`src/rtl/merge_pipe_r_if.sv`:
```
// Load/merge bus for merge_pipe_r: half loads with ready back-pressure,
// merged result with valid/ready, completed-merge counter.
interface merge_pipe_r_if #(
  parameter int WIDTH = 3,
  parameter int n     = 4,
  parameter int CNT_W = 16
);
  logic [1:0]           load;
  logic [1:0]           ready;
  logic [2*n*WIDTH-1:0] inba;
  logic                 desc;
  logic [2*n*WIDTH-1:0] c;
  logic                 out_valid;
  logic                 out_ready;
  logic [CNT_W-1:0]     merge_cnt;

  modport master (
    output load, inba, desc, out_ready,
    input  ready, c, out_valid, merge_cnt
  );

  modport slave (
    input  load, inba, desc, out_ready,
    output ready, c, out_valid, merge_cnt
  );
endinterface

```
`src/rtl/merge_pipe_r.sv`:
```
// Pipelined Batcher odd-even merger: two sorted n-key halves in, one sorted
// 2n-key vector out, one register per comparator layer, stall-on-backpressure.

module merge_pipe_r_cmp #(
  parameter int WIDTH = 3
) (
  input  logic [WIDTH-1:0] i_a,
  input  logic [WIDTH-1:0] i_b,
  input  logic             i_dir,
  output logic [WIDTH-1:0] o_lo,
  output logic [WIDTH-1:0] o_hi
);
  logic w_swap;

  // strict compare so equal keys keep their positions
  assign w_swap = i_dir ? (i_a < i_b) : (i_a > i_b);
  assign o_lo   = w_swap ? i_b : i_a;
  assign o_hi   = w_swap ? i_a : i_b;
endmodule

module merge_pipe_r #(
  parameter int WIDTH = 3,
  parameter int n     = 4,
  parameter int CNT_W = 16
) (
  input  logic         clk,
  input  logic         rst,
  merge_pipe_r_if.slave bus
);
  localparam int N = 2 * n;
  localparam int S = $clog2(N);

  logic [N-1:0][WIDTH-1:0]      w_in;
  logic [n-1:0][WIDTH-1:0]      r_a_h, r_b_h;
  logic                         r_fa, r_fb, r_dir_h;
  logic                         w_adv, w_launch;
  logic [1:0]                   w_acc;

  // index 0 is the launch register; index s+1 holds the result of layer s
  logic [S:0][N-1:0][WIDTH-1:0] r_dat;
  logic [S:0]                   r_dir;
  logic [S:0]                   vld_pipe;
  logic [S-1:0][N-1:0][WIDTH-1:0] w_nxt;
  logic [CNT_W-1:0]             r_cnt;

  assign w_in      = bus.inba;
  assign w_adv     = ~vld_pipe[S] | bus.out_ready;
  assign w_launch  = r_fa & r_fb & w_adv;
  assign bus.ready = {~r_fb | w_launch, ~r_fa | w_launch};
  assign w_acc     = bus.load & bus.ready;

  always_ff @(posedge clk or negedge rst) begin
    if (!rst) begin
      r_fa    <= 1'b0;
      r_fb    <= 1'b0;
      r_dir_h <= 1'b0;
      r_a_h   <= '0;
      r_b_h   <= '0;
    end else begin
      // a reload in the launch cycle wins over the launch clear
      if (w_acc[0]) begin
        r_a_h <= w_in[n-1:0];
        r_fa  <= 1'b1;
      end else if (w_launch) begin
        r_fa  <= 1'b0;
      end
      if (w_acc[1]) begin
        r_b_h   <= w_in[N-1:n];
        r_dir_h <= bus.desc;
        r_fb    <= 1'b1;
      end else if (w_launch) begin
        r_fb    <= 1'b0;
      end
    end
  end

  always_ff @(posedge clk or negedge rst) begin
    if (!rst) begin
      vld_pipe <= '0;
      r_dat    <= '0;
      r_dir    <= '0;
    end else if (w_adv) begin
      vld_pipe <= {vld_pipe[S-1:0], w_launch};
      r_dat[0] <= {r_b_h, r_a_h};
      r_dir[0] <= r_dir_h;
      for (int s = 0; s < S; s++) begin
        r_dat[s+1] <= w_nxt[s];
        r_dir[s+1] <= r_dir[s];
      end
    end
  end

  // Layer s compares distance K = n>>s. The first layer pairs i with i+n;
  // later layers pair each element of an odd K-block with the next block,
  // leaving the first and last K elements untouched.
  for (genvar s = 0; s < S; s++) begin : g_stg
    localparam int K = n >> s;
    for (genvar e = 0; e < N; e++) begin : g_el
      localparam bit LO = (K == n) ? (e < n)  : (((e / K) % 2 == 1) && (e + K < N));
      localparam bit HI = (K == n) ? (e >= n) : (((e / K) % 2 == 0) && (e >= K));
      if (LO) begin : g_cmp
        merge_pipe_r_cmp #(.WIDTH(WIDTH)) u_cmp (
          .i_a   (r_dat[s][e]),
          .i_b   (r_dat[s][e+K]),
          .i_dir (r_dir[s]),
          .o_lo  (w_nxt[s][e]),
          .o_hi  (w_nxt[s][e+K])
        );
      end else if (!HI) begin : g_pass
        assign w_nxt[s][e] = r_dat[s][e];
      end
    end
  end

  always_ff @(posedge clk or negedge rst) begin
    if (!rst)                               r_cnt <= '0;
    else if (vld_pipe[S] && bus.out_ready)  r_cnt <= r_cnt + CNT_W'(1);
  end

  assign bus.c         = r_dat[S];
  assign bus.out_valid = vld_pipe[S];
  assign bus.merge_cnt = r_cnt;
endmodule

```
`src/flat_wrapper.sv`:
```
// flat-port wrapper written by rule: the top's interface ports become plain ports
module merge_pipe_r_flat 
#(
  parameter int WIDTH = 3,
  parameter int n     = 4,
  parameter int CNT_W = 16
)
  (clk, rst, bus_load, bus_inba, bus_desc, bus_out_ready, bus_ready, bus_c, bus_out_valid, bus_merge_cnt);
  merge_pipe_r_if #(.WIDTH(WIDTH), .n(n), .CNT_W(CNT_W)) bus_i ();
  input  logic clk;
  input  logic rst;
  input wire logic [$bits(bus_i.load)-1:0] bus_load;
  input wire logic [$bits(bus_i.inba)-1:0] bus_inba;
  input wire logic [$bits(bus_i.desc)-1:0] bus_desc;
  input wire logic [$bits(bus_i.out_ready)-1:0] bus_out_ready;
  output wire logic [$bits(bus_i.ready)-1:0] bus_ready;
  output wire logic [$bits(bus_i.c)-1:0] bus_c;
  output wire logic [$bits(bus_i.out_valid)-1:0] bus_out_valid;
  output wire logic [$bits(bus_i.merge_cnt)-1:0] bus_merge_cnt;
  assign bus_i.load = bus_load;
  assign bus_i.inba = bus_inba;
  assign bus_i.desc = bus_desc;
  assign bus_i.out_ready = bus_out_ready;
  assign bus_ready = bus_i.ready;
  assign bus_c = bus_i.c;
  assign bus_out_valid = bus_i.out_valid;
  assign bus_merge_cnt = bus_i.merge_cnt;
  merge_pipe_r #(.WIDTH(WIDTH), .n(n), .CNT_W(CNT_W)) u_core (.clk(clk), .rst(rst), .bus(bus_i));
endmodule
```
`config.mk`:
```
export PLATFORM = sky130hd
export DESIGN_NAME = merge_pipe_r_flat
export DESIGN_NICKNAME = d
export VERILOG_FILES = /design/src/rtl/merge_pipe_r_if.sv /design/src/rtl/merge_pipe_r.sv /design/src/flat_wrapper.sv
export SDC_FILE = /design/constraint.sdc
export NUM_CORES = 1
export LEC_CHECK = 0
export ABC_AREA = 1
export CAP_MARGIN = 20
export CORE_ASPECT_RATIO = 0.5
export CORE_MARGIN = 2
export CORE_UTILIZATION = 30
export CTS_CLUSTER_DIAMETER = 50
export DETAILED_ROUTE_END_ITERATION = 10
export GPL_ROUTABILITY_DRIVEN = 0
export SYNTH_ARGS = -nofsm -noshare
export SYNTH_HDL_FRONTEND = slang
export SYNTH_HIERARCHICAL = 1
export SYNTH_SLANG_ARGS = --single-unit
```
`constraint.sdc`:
```
create_clock -name clk -period 2.1 [get_ports clk]
set_clock_uncertainty 0.2 [all_clocks]
set_input_delay 0.21 -clock clk [delete_from_list [all_inputs] [get_ports clk]]
set_output_delay 0.21 -clock clk [all_outputs]
set_load 0.01 [all_outputs]
```
# == After elaboration in Yosys (flattened, before gate mapping) ==
# Index checks and enable logic that the tools add are counted.
# Widths: inputs -> output; s select.
# word_totals
register_bits,146
in_bits,30
word_cells,107
# op_classes
n_addsub,1
n_lt_le_gt_ge,18
muxes,30
bitwise_logic,9
reduce_logical,3
# ops
cell,n
$mux 3,18
$gt 3x3->1,9
$lt 3x3->1,9
$add 16x1->16 const B,1
$mux 1,12
$reduce_bool 2->1,2
$not 1->1,3
$or 1x1->1,3
$and 1x1->1,2
$and 2x2->2,1
$logic_and 1x1->1,1

# == Depth between registers and ports, before layout ==
# logic_depth
word_depth,6
mapped_depth,11
depth_no_buf,11

# == Modules after synthesis ==
# The synthesis kept the hierarchy.
# modules_own_cells
module,n_inst,cells_per_inst,area_per_inst_um2,seq_area_each_um2
merge_pipe_r,1,682,5931.9,3653.5
merge_pipe_r_cmp,9,34,185.2,0.0

# == Least setup slack after synthesis ==
# Ideal clock, no wire load.
# synth_path
kind,reg2reg
from,register u_core/r_dat[65] in the netlist's numbering
to,register u_core.r_dat (netlist bit u_core/bus.c[17])
setup_time_ns,0.117
arrival_ns,1.339
path_slack_ns,0.444
stages_incl_launch_ff,10
n_path_buf,0
path_cell_list,dfrtp_1 -> ha_1 -> a21oi_2 -> nand2_1 -> nand2_4 -> nand2_2 -> nand2_1 -> nand2_1 -> nand2_1 -> nand2_1
# synth_lines
item,line,rtl
start: declaration,merge_pipe_r.sv:40,logic [S:0][N-1:0][WIDTH-1:0] r_dat;
start signal: indexed assignment,merge_pipe_r.sv:87,r_dat[s+1] <= w_nxt[s];

# == Worst setup path after layout ==
# layout_path
from,register u_core.vld_pipe[3]
to,output bus_ready[1]
# layout_via
elab_chain_len,4
# layout_rtl
item,line,rtl
start: declaration,merge_pipe_r.sv:42,logic [S:0] vld_pipe;
start signal: assignment,merge_pipe_r.sv:83,"vld_pipe <= {vld_pipe[S-1:0], w_launch};"
$not 1->1,merge_pipe_r.sv:47,assign w_adv = ~vld_pipe[S] | bus.out_ready;
$or 1x1->1,merge_pipe_r.sv:47,
$and 1x1->1,merge_pipe_r.sv:48,assign w_launch = r_fa & r_fb & w_adv;
$or 1x1->1,merge_pipe_r.sv:49,"assign bus.ready = {~r_fb | w_launch, ~r_fa | w_launch};"
end: declaration,flat_wrapper.sv:16,output wire logic [$bits(bus_i.ready)-1:0] bus_ready;
# Every way passes these cells.

==> qor.yml <==
status:
  status: "complete, no violations"
floorplanning:
  start_util_pct: 30.35
  die_w_um: 229.1
  ios: 73
  placeableCoreArea_um2: 25030
  dieArea_um2: 26690
  die_h_um: 116.5
  num_rows: 41
detailed_routing:
  wl_per_cell_um: 12.11
  drt-total-wl_mm: 16.97
  ant_nets: 0
  drt_iter0_drc: 331
  vias_per_cell: 4.395
  dr.pass1.iters: 4
  num_vias: 6158
  drcViolationCount: 0
timing:
  fin_crit_sh_pct: 94.04
  final-max-slew-violation-count: 0
  fmax_mhz: 506.4
  tightestPinTransition_ns: 0.5273
  tns_ns: 0
  setup_viol: 0
  report.final.hold_viol_count: 0
  fin_crit_ns: 1.975
  slew_headroom_pct: 64.85
  rsz0062_at_grt: "no"
yosys:
  synth.avg_cell_area_um2: 7.691
  synth-seq-area-share_pct: 48.08
  synth_cell_types: 25
  syn_area_um2: 7599
  ys.flop_type: "dfrtp_1"
  synth-edff-count: 0
  ys_seq_elements: 146
  syn-instance-count: 988
  syn-num-nets: 1046
  async_flop_share_pct: 100.0
  synth_warnings: 6
critical_path:
  critical_path_required_ns: 1.69
  end_kind: "output pin"
  crit_arrival_ns: 1.56
  critPathKind: "reg -> out"
  worst_setup_path_start_kind: "register"
  path_max_fanout: 3
placement:
  hpwl_mm: 12.19
  portBuffers: 72
global_route:
  grt_pass1_vias: 6056
  grt-ovfl-total: 0
  grt_max_degree: 102
  grt_pass1_wl_mm: 29.25
  track_usage_pct: 13.47
  antenna_found_initial: 0
layout:
  final_util_pct: 36.87
  syn_to_final_growth_pct: 21.47
  ff_latch_area_um2: 3654
  multi_input_area_um2: 3366
  antenna_cells: 0
  layout.nets: 1102
  fillers: 2640
  drive_gt1_share_pct: 8.704
clock_tree:
  cts_buffers: 17
  cts_tree: "yes"
  cts_max_path_buffers: 2
  clkSinkCount: 146
  cts-root-buf: "clkbuf_16"
  ctsHtreeMaxLevel: 4
  clk_pin_slew_ns: 0.06
  clk_latency_ns: 0.43
worst_hold_path:
  hp-class: "in -> async"
flow_run:
  drv_cap: 0
power_and_ir_drop:
  peakVddDrop_v: 0.0005724
  p_leak_nw: 4.945
  cellPowerDensity_nw_per_um2: 1726
[worst paths after layout]
check                      slack, ns                            from                                  end  depth (start not counted)
max                             0.13  u_core/vld_pipe[3]$_DFFE_PN0P_                         bus_ready[1]                          6
min                             0.12                             rst  u_core/bus.merge_cnt[7]$_DFFE_PN0P_                          2
max reg2reg                     0.21    u_core/r_dat[14]$_DFFE_PN0P_         u_core/r_dat[37]$_DFFE_PN0P_                         10
min reg2reg                     0.27    u_core/r_dat[47]$_DFFE_PN0P_         u_core/r_dat[71]$_DFFE_PN0P_                          2
max in group asynchronous       0.81                             rst          u_core/r_b_h[5]$_DFFE_PN0P_                          3
min in group clk                0.13                     bus_inba[6]          u_core/r_a_h[6]$_DFFE_PN0P_                          3
[sequential cells by signal, indices dropped and copies added, names as in the netlist]
register / cells
u_core/bus.merge_cnt: 16
u_core/r_a_h: 12
u_core/r_dir: 3
u_core/vld_pipe: 4
u_core/r_fa: 1
u_core/r_dat: 72
u_core/r_fb: 1
u_core/r_b_h: 12
u_core/bus.c: 24
u_core/r_dir_h: 1
[area by class of cell]
class                   count  share of cell area [%]
repair buffers             89                   9.611
flip-flops and latches    146                   39.58
multi-input cells         720                   36.46
clock inverters            14                   2.182
clock buffers              18                   4.650
well taps                 344                   4.663
inverters                  70                   2.847
[placed cells by master (no fill, tap or decap), types with 4 or more instances in the layout]
cell type,n
a21oi_2,9
xor2_1,7
nor3_1,4
nor2_1,16
ha_1,28
clkdlybuf4s50_1,69
nand2_1,508
nand4_1,5
nand3_2,9
buf_4,13
nand2_2,13
nand3_1,102
inv_1,69
dfrtp_1,146
inv_6,5
nand2_4,9
bufinv_16,4
clkbuf_16,17
[synthesized netlist by cell type (3+ instances only)]
cell type | instances | area, µm²
nor3_1 | 4 | 20.02
ha_1 | 28 | 350.3
inv_1 | 69 | 259.0
dfrtp_1 | 146 | 3654
nand4_1 | 5 | 31.28
a21oi_2 | 9 | 78.83
nand2_4 | 9 | 101.4
xor2_1 | 7 | 61.31
buf_2 | 21 | 105.1
nor2_1 | 16 | 60.06
nand2_2 | 12 | 75.07
xnor2_1 | 3 | 26.28
o21ai_0 | 3 | 15.01
nand2_1 | 509 | 1911
nand3_1 | 102 | 510.5
clkbuf_1 | 5 | 18.77
nand3_2 | 9 | 90.09
buf_4 | 24 | 180.2
[worst max-delay path: stages (launching register included)]
cell	delay (ns)
dfrtp_1	0.38
inv_1	0.08
nor2_4	0.17
inv_2	0.08
nand2_2	0.08
nand2_2	0.06
dlygate4sd2_1	0.29
[metal layers]
layer / vias up / GRT usage (%) / part of all wire [%] / wire length (µm)
li1: 3173 / - / - / -
met2: 84 / 20.91 / 43 / 7301
met5: - / 0 / 0 / 0
met1: 2888 / 18.63 / 52 / 8898
met4: 0 / 4.329 / 1.1 / 193
met3: 13 / 3.271 / 3.4 / 577
[repair_timing]
| item | 4_1_cts | 5_1_grt |
|---|---|---|
| hold buffers | 1 | 0 |
| setup endpoints to repair | 2 | 1 |
| resized for setup | 2 | 1 |
| endpoints found under the hold margin | 85 | 0 |
| buffers inserted | 1 | 0 |
| pin swaps | 1 | 1 |
[metrics by stage]
stage | std cells | instance area [µm²] | hold slack, ns | power, mW | setup slack, ns
global route | 1401 | 9230 | 0.1385 | 17.58 | 0.03266
finish | 1401 | 9230 | 0.1166 | 15.93 | 0.1252
global placement | 1367 | 8582 | 0.0006211 | 12.36 | 0.04544
floorplan | 988 | 7599 | -0.2856 | 10.79 | 0.4443
detailed placement | 1367 | 8582 | 0.004792 | 12.76 | 0.01951
CTS | 1401 | 9228 | 0.1154 | 16.08 | 0.05071
[logic make-up after synthesis]
group / count (synthesis) / share of synthesized area [%]
AOI/OAI and AO/OA: 14 / 1.433
and+or+nand+nor: 668 / 37.07
DFF: 146 / 48.08
xor gates and xnor gates: 10 / 1.153
buffers and inverters: 122 / 7.657
adders and majority gates: 28 / 4.611
[report_power, final]
part | switching [mW] | internal (mW)
Clock | 1.24 | 2.01
Combinational | 4.65 | 2.87
Sequential | 1.09 | 4.07
Note: power is estimated with default switching activity, not from simulation.
